## src/rtl/fast_base_conv_q2b_pkg.sv

```systemverilog
// Shared RNS constants and types for the q-basis to B-basis fast base conversion.
// Limb index 0 sits in the least-significant element of every packed array.
package fast_base_conv_q2b_pkg;

    localparam int N_SLOTS = 4;
    localparam int QLEN    = 2;
    localparam int BLEN    = 2;
    localparam int COEFF_W = 8;
    localparam int WIDE_W  = 2 * COEFF_W;
    localparam int JW      = (QLEN > 1) ? $clog2(QLEN) : 1;

    typedef logic [COEFF_W-1:0] coeff_t;
    typedef logic [WIDE_W-1:0]  wide_t;

    typedef coeff_t [QLEN-1:0]         q_BASIS_res;
    typedef coeff_t [BLEN-1:0]         B_BASIS_res;
    typedef q_BASIS_res [N_SLOTS-1:0]  q_BASIS_poly;
    typedef B_BASIS_res [N_SLOTS-1:0]  B_BASIS_poly;

    localparam logic [QLEN-1:0][COEFF_W-1:0] q_BASIS = {8'd11, 8'd7};
    localparam logic [BLEN-1:0][COEFF_W-1:0] B_BASIS = {8'd17, 8'd13};

    // (q/q_j)^-1 mod q_j and (q/q_j) mod B_k for the basis pair above.
    localparam logic [QLEN-1:0][COEFF_W-1:0] QHAT_INV_MOD_Q = {8'd8, 8'd2};
    localparam logic [QLEN-1:0][BLEN-1:0][COEFF_W-1:0] QHAT_MOD_B =
        {{8'd7, 8'd7}, {8'd11, 8'd11}};

    typedef enum logic [1:0] {
        IDLE  = 2'd0,
        ACCUM = 2'd1,
        DONE  = 2'd2
    } fbc_state_e;

    // Operands are already below m, so one conditional subtract fully reduces the sum.
    function automatic coeff_t mod_add(input coeff_t a, input coeff_t b, input coeff_t m);
        logic [COEFF_W:0] s;
        s = {1'b0, a} + {1'b0, b};
        if (s >= {1'b0, m}) begin
            s = s - {1'b0, m};
        end
        return s[COEFF_W-1:0];
    endfunction

endpackage

```

## src/rtl/fast_base_conv_q2b_mac.sv

```systemverilog
// One slot's worth of FastBConv work for a single q limb: scale the residue by
// qhat^-1, then fold y*qhat into every B-limb accumulator in parallel.
module fbc_limb_mac
    import fast_base_conv_q2b_pkg::*;
(
    input  q_BASIS_res       x_res,
    input  logic [JW-1:0]    limb_idx,
    input  B_BASIS_res       acc_in,
    output B_BASIS_res       acc_out
);

    wide_t y_prod;
    wide_t y;
    wide_t term;

    always_comb begin
        y_prod  = wide_t'(x_res[limb_idx]) * wide_t'(QHAT_INV_MOD_Q[limb_idx]);
        y       = y_prod % wide_t'(q_BASIS[limb_idx]);
        term    = '0;
        acc_out = '0;
        for (int k = 0; k < BLEN; k++) begin
            term       = (y * wide_t'(QHAT_MOD_B[limb_idx][k])) % wide_t'(B_BASIS[k]);
            acc_out[k] = mod_add(acc_in[k], term[COEFF_W-1:0], B_BASIS[k]);
        end
    end

endmodule

```

## src/rtl/fast_base_conv_q2b.sv

```systemverilog
// Sequential BEHZ fast base conversion: walks the q limbs one per cycle and
// emits the approximate B-basis residues (x + a*q, a < QLEN) for every slot.
module fast_base_conv_q2b
    import fast_base_conv_q2b_pkg::*;
(
    input  logic        clk,
    input  logic        rst_n,
    input  logic        in_valid,
    output logic        in_ready,
    input  q_BASIS_poly in_poly,
    output logic        out_valid,
    input  logic        out_ready,
    output B_BASIS_poly out_poly
);

    fbc_state_e    state;
    q_BASIS_poly   in_reg;
    B_BASIS_poly   acc;
    B_BASIS_poly   acc_next;
    logic [JW-1:0] limb;

    for (genvar s = 0; s < N_SLOTS; s++) begin : g_slot
        fbc_limb_mac u_mac (
            .x_res    (in_reg[s]),
            .limb_idx (limb),
            .acc_in   (acc[s]),
            .acc_out  (acc_next[s])
        );
    end

    // in_ready mirrors IDLE, so anything offered during ACCUM/DONE simply waits.
    always_ff @(posedge clk or negedge rst_n) begin
        if (!rst_n) begin
            state     <= IDLE;
            in_ready  <= 1'b1;
            out_valid <= 1'b0;
            in_reg    <= '0;
            acc       <= '0;
            limb      <= '0;
            out_poly  <= '0;
        end else begin
            case (state)
                IDLE: begin
                    if (in_valid) begin
                        in_reg   <= in_poly;
                        acc      <= '0;
                        limb     <= '0;
                        in_ready <= 1'b0;
                        state    <= ACCUM;
                    end
                end
                ACCUM: begin
                    acc <= acc_next;
                    if (limb == JW'(QLEN - 1)) begin
                        limb      <= '0;
                        out_poly  <= acc_next;
                        out_valid <= 1'b1;
                        state     <= DONE;
                    end else begin
                        limb <= limb + 1'b1;
                    end
                end
                DONE: begin
                    if (out_ready) begin
                        out_valid <= 1'b0;
                        in_ready  <= 1'b1;
                        state     <= IDLE;
                    end
                end
                default: begin
                    state     <= IDLE;
                    in_ready  <= 1'b1;
                    out_valid <= 1'b0;
                end
            endcase
        end
    end

endmodule

```

## config.mk

```make
export PLATFORM = sky130hd
export DESIGN_NAME = fast_base_conv_q2b
export DESIGN_NICKNAME = d
export VERILOG_FILES = /design/src/rtl/fast_base_conv_q2b_pkg.sv /design/src/rtl/fast_base_conv_q2b_mac.sv /design/src/rtl/fast_base_conv_q2b.sv
export SDC_FILE = /design/constraint.sdc
export NUM_CORES = 1
export LEC_CHECK = 0
export ABC_AREA = 1
export CORE_MARGIN = 2
export CORE_UTILIZATION = 50
export CTS_CLUSTER_DIAMETER = 40
export CTS_CLUSTER_SIZE = 14
export DETAILED_ROUTE_END_ITERATION = 7
export PLACE_DENSITY = 0.64
export REMOVE_ABC_BUFFERS = 1
export SLEW_MARGIN = 5
export SYNTH_ARGS = -nofsm -noshare
export SYNTH_HDL_FRONTEND = slang
export SYNTH_SLANG_ARGS = --single-unit
```

## constraint.sdc

```tcl
create_clock -name clk -period 39.1 [get_ports clk]
set_input_delay 7.82 -clock clk [delete_from_list [all_inputs] [get_ports clk]]
set_output_delay 7.82 -clock clk [all_outputs]
set_load 0.02 [all_outputs]
```

==> run_results.csv, run 1 <==
group,metric,value,unit
logic_synthesis,synth_warnings,0,
critical_path,crit_top_cell,"nand2_1",
logic_synthesis,ys_seq_area_frac,0.0971,
critical_path,startpoint,"limb",
critical_path,slowest_stage,"o311ai_1",
critical_path,cp-end-kind,"flip-flop",
logic_synthesis,synth.most_common_cell,"nand2_1",
timing,hold_viol_final,0,
layout,seq_area,4930,um2
critical_path,critPathLaunchType,"flip-flop",
logic_synthesis,netlist_area,50800,um2
grt,grt_pass1_wl,216000,um
detailed_routing,viasPerCell,5.08,
cts,cts_buffer_depth,2,
logic_synthesis,syn-instance-count,8370,
logic_synthesis,synth_seq_cells,197,
timing,slew-limit-headroom,0.280,
placed_design,dp_hpwl,105000,um
logic_synthesis,syn_area_per_cell,6.07,um2
timing,rsz0062_at_grt,"no",
grt,grt_antenna_before_repair,0,
logic_synthesis,synthTopCellsByCount,"nand2_1 (2406), inv_1 (1313), nand3_1 (819)",
detailed_routing,wl_per_cell,12.8,um
cts,cts_hold_buf,0,
detailed_routing,vias,50165,
cts,clock_latency,0.55,ns
critical_path,rr_worst_depth,192,
timing,maxSlewViolCount,0,
status,run_status,"finished, final reports clean",
detailed_routing,routed_wl,127000,um
grt,grt_max_degree,111,
min_path,hp-class,"reg2reg",
critical_path,cp.arrival,33.53,ns
timing,setup_viol,0,
cts,htreeDepth,4,
layout,areaGrowthSynthToFinish,6.71,%
layout,multiInputGateArea,40000,um2
critical_path,crit_end,"out_poly[54]",
cts,cts.clk_slew.worst_paths,0.10,ns
logic_synthesis,synth_area_leaders,"nand2_1 (18%), inv_1 (9.7%), dfrtp_1 (9.7%)",
min_path,hold_path_depth,2,
critical_path,reg2reg_to,"out_poly[54]",
cts,cts_resized,0,
placed_design,place.gp.congestion,0.921,
cts,cts_buffers,17,
layout,fillCellCount,10380,
grt,first_global_vias,46717,
detailed_routing,drc,0,
detailed_routing,drtPass1Iterations,6,
floorplan,dieArea,104000,um2
cts,clock-root-buffer,"clkbuf_16",
grt,grt_usage,0.245,
layout,layout.nets,9049,
floorplan,die_h,323,um
detailed_routing,drt_iter0_drc,2557,
logic_synthesis,synthFlopType,"dfrtp_1",
logic_synthesis,yosysUniqueCellTypes,90,
logic_synthesis,yosys.area.top_type,"nand2_1",
floorplan,io_pins,134,
timing,min_period,33.14,ns
logic_synthesis,synth-edff-count,0,
flow_run,drv_cap,0,
timing,finalCritPeriodShare,0.848,
critical_path,path_max_fanout,46,
detailed_routing,ant_nets,0,
timing,fmax,30.2,MHz
critical_path,path_class,"reg2reg",
floorplan,num_rows,116,
floorplan,die_w,323,um
critical_path,cp.required,39.48,ns
floorplan,coreArea,100000,um2
critical_path,reg2reg_slack,5.96,ns
placed_design,port_buffers,133,
layout,antenna_cells,0,
cts,cts.sinks,197,
grt,gr-total-overflow,0,
critical_path,cp_slowest_stage_delay,0.90,ns
critical_path,r2r_start,"limb",
floorplan,start_util,0.506,
timing,tns,0,ns
layout,layout-drive-gt1-share,0.143,
timing,fin_skew,0.0208,ns
cts,cts_tree,"done",
timing,tightest_slew,1.08,ns
logic_synthesis,synth_top_area_share,0.178,
cts,cts_setup_buffers,0,
logic_synthesis,async_flop_share,1.00,
[how the worst min path moves through the flow]
stage | from | endpoint | slack (ns)
2_1_floorplan | in_reg[13] | in_reg[13] | 0.44
4_1_cts | in_reg[13] | in_reg[13] | 0.49
5_1_grt | out_poly[2] | out_poly[2] | 0.50
3_3_place_gp | in_reg[29] | in_reg[29] | 0.46
6_report | in_reg[13] | in_reg[13] | 0.48
3_5_place_dp | in_reg[24] | in_reg[24] | 0.46
[cells by family (layout without fill, tap and decap cells)]
family / Yosys count / in the layout / synth area share
flops: 197 / 197 / 0.0971
xor+xnor: 357 / 357 / 0.0621
compound gates: 705 / 705 / 0.0799
mux: 2 / 2 / 0.000443
buf+inv: 1544 / 1628 / 0.120
other cells: 2 / 65 / 0.000148
simple gates: 5086 / 5086 / 0.506
fa+ha+maj: 477 / 477 / 0.134
[through the flow]
stage	setup WS, ns	instance area (um2)	std cells	hold WS (ns)	util
finish	5.96	54200	9874	0.481	0.540
global route	2.79	54200	9874	0.497	0.540
CTS	6.00	54200	9874	0.486	0.540
detailed placement	6.14	53600	9842	0.461	0.533
global placement	6.44	53600	9842	0.455	0.533
floorplan	8.01	50400	8338	0.441	-
[layout make-up]
| class | instances | area share |
|---|---|---|
| clock buffer | 17 | 0.00785 |
| clock inverter | 15 | 0.00397 |
| inverter | 1449 | 0.101 |
| multi-input combinational | 6692 | 0.738 |
| sequential | 197 | 0.0910 |
| tap | 1357 | 0.0313 |
| timing repair buffer | 147 | 0.0266 |
[worst max-delay path, delay by kind of cell (launching register included)]
| kind | cells | cell delay, ns |
|---|---|---|
| compound gates | 22 | 6.78 |
| xor+xnor | 5 | 0.85 |
| fa+ha+maj | 20 | 6.47 |
| buf+inv | 33 | 4.35 |
| flops | 1 | 0.59 |
| simple gates | 112 | 13.73 |
[per-layer routing]
metal	vias up	GRT usage	routed length, um
met5	-	0	0
met4	0	0.0610	2820
met3	105	0.0291	3930
met2	706	0.420	58400
met1	22550	0.324	61400
li1	26804	-	-
[cells in the final DEF, fill, tap and decap left out, types with 79 or more instances in the layout]
cell / netlist / routed
inv_1: 1313 / 1311
nand2_2: 430 / 430
nand3_1: 819 / 819
inv_2: 100 / 99
nand2_1: 2406 / 2405
nor2_1: 542 / 540
a21oi_1: 194 / 194
nor2_2: 121 / 123
fa_1: 112 / 112
nand2_4: 130 / 131
xnor2_1: 79 / 79
xor2_1: 275 / 275
nand4_1: 233 / 233
o21ai_0: 294 / 294
dfrtp_1: 196 / 195
clkdlybuf4s50_1: 0 / 132
nand3_2: 134 / 134
ha_1: 365 / 365
Power of run 1 is not shown: default switching activity piles up to over one toggle a cycle in this logic, so the estimate is an artifact.
==> run 2: changes to the inputs <==
==> constraint.sdc (replaced) <==
create_clock -name clk -period 33 [get_ports clk]
set_input_delay 6.6 -clock clk [delete_from_list [all_inputs] [get_ports clk]]
set_output_delay 6.6 -clock clk [all_outputs]
set_load 0.02 [all_outputs]
==> run 2 against run 1 <==
Flip-flop and latch count did not move. Die area did not move. Via count rose by 0.76%.
==> run_results.csv, run 2 (synthesized netlist as in run 1, its figures left out) <==
group,metric,value,unit
critical_path,cp.arrival,30.33,ns
timing,finalCritPeriodShare,0.908,
detailed_routing,ant_nets,0,
floorplan,dieArea,104000,um2
critical_path,cp-end-kind,"flip-flop",
cts,htreeDepth,4,
cts,cts_buffers,17,
grt,grt_max_degree,111,
detailed_routing,drc,0,
timing,setup_viol,0,
timing,maxSlewViolCount,0,
critical_path,path_class,"reg2reg",
placed_design,place.gp.congestion,0.930,
critical_path,crit_top_cell,"nand2_1",
critical_path,path_max_fanout,42,
critical_path,critPathLaunchType,"flip-flop",
cts,cts_hold_buf,0,
placed_design,place_ws,0.606,ns
layout,areaGrowthSynthToFinish,7.38,%
timing,tightest_slew,1.03,ns
detailed_routing,viasPerCell,5.11,
detailed_routing,routed_wl,127000,um
min_path,hp-class,"reg2reg",
cts,cts_buffer_depth,2,
layout,layout.nets,9068,
grt,gr-total-overflow,0,
placed_design,port_buffers,133,
critical_path,slowest_stage,"fa_1",
floorplan,die_h,323,um
timing,fin_skew,0.0191,ns
cts,cts_tree,"done",
flow_run,drv_cap,0,
placed_design,dp_hpwl,105000,um
cts,cts.clk_slew.worst_paths,0.10,ns
timing,slew-limit-headroom,0.315,
grt,grt_antenna_before_repair,2,
grt,first_global_vias,47142,
critical_path,cp_slowest_stage_delay,0.62,ns
cts,clock_latency,0.54,ns
layout,layout-drive-gt1-share,0.147,
grt,grt_pass1_wl,219000,um
critical_path,cp.required,33.38,ns
timing,fmax,33.4,MHz
floorplan,num_rows,116,
floorplan,io_pins,134,
cts,cts.sinks,197,
cts,clock-root-buffer,"clkbuf_16",
detailed_routing,drt_iter0_drc,2676,
floorplan,coreArea,100000,um2
timing,hold_viol_final,0,
detailed_routing,wl_per_cell,12.9,um
grt,grt_usage,0.246,
floorplan,start_util,0.506,
layout,antenna_cells,0,
status,run_status,"finished, final reports clean",
timing,min_period,29.95,ns
floorplan,die_w,323,um
detailed_routing,vias,50545,
detailed_routing,drtPass1Iterations,6,
layout,final_common_cell,"nand2_1",
layout,mostFrequentLayoutCells,"nand2_1 (2405), inv_1 (1307), nand3_1 (819)",
timing,setup_ws,3.05,ns
## run 2: cell types whose count changed in the layout (fill, tap and decap cells not counted), moves of 4 or more
cell        change
a21oi_2         +6
clkinvlp_4      +4
buf_4          +16
inv_1           -4
o21ai_1        +18
a21oi_1         -8
o21ai_0        -18
## run 2: worst paths after layout
path	startpoint	to	slack (ns)	cells past startpoint
worst max-delay path	limb	out_poly[41]	3.05	199
worst min-delay path	in_reg[29]	in_reg[29]	0.48	2
worst max register to register	limb	out_poly[41]	3.05	199
worst min register to register	in_reg[29]	in_reg[29]	0.48	2
max in group asynchronous	rst_n	limb	24.77	3
min in group asynchronous	rst_n	acc[39]	6.02	1
## run 2: critical path: cells and delay by family (launching register included)
kind | cells | cell delay, ns
xor gates and xnor gates | 10 | 2.25
DFF | 1 | 0.58
adders and majority gates | 21 | 6.91
and+or+nand+nor | 114 | 13.26
AOI/OAI and AO/OA | 21 | 3.77
buffers and inverters | 33 | 2.84
## run 2: area by class of cell
class / instances / area [um2]
flip-flops and latches: 197 / 4930
inverters: 1449 / 5510
clock buffers: 17 / 425
repair buffers: 165 / 1600
multi-input cells: 6693 / 40200
clock inverters: 15 / 223
well taps: 1357 / 1700
fillers: 10275 / 45900
## run 2: timing repair
action	4_1_cts	5_1_grt
buffers inserted	0	16
endpoints found under the setup margin	0	124
gates resized for setup	0	51
## run 2: routing by layer
layer	GRT usage	vias up	wire, um
met5	0	-	0
met3	0.0190	100	3540
met1	0.333	22906	62000
met4	0.0509	0	1920
met2	0.429	725	59900
li1	-	26814	-
## run 2: through the flow
stage	hold WS (ns)	TNS (ns)	util	instances	cell area [um2]
global route	0.503	-0.281	0.543	9893	54600
finish	0.480	0	0.543	9893	54600
global placement	0.457	0	0.534	9844	53600
detailed placement	0.458	0	0.534	9844	53600
CTS	0.484	0	0.540	9876	54200
floorplan	0.441	0	-	8338	50400
Power of run 2 is left out for the same reason.
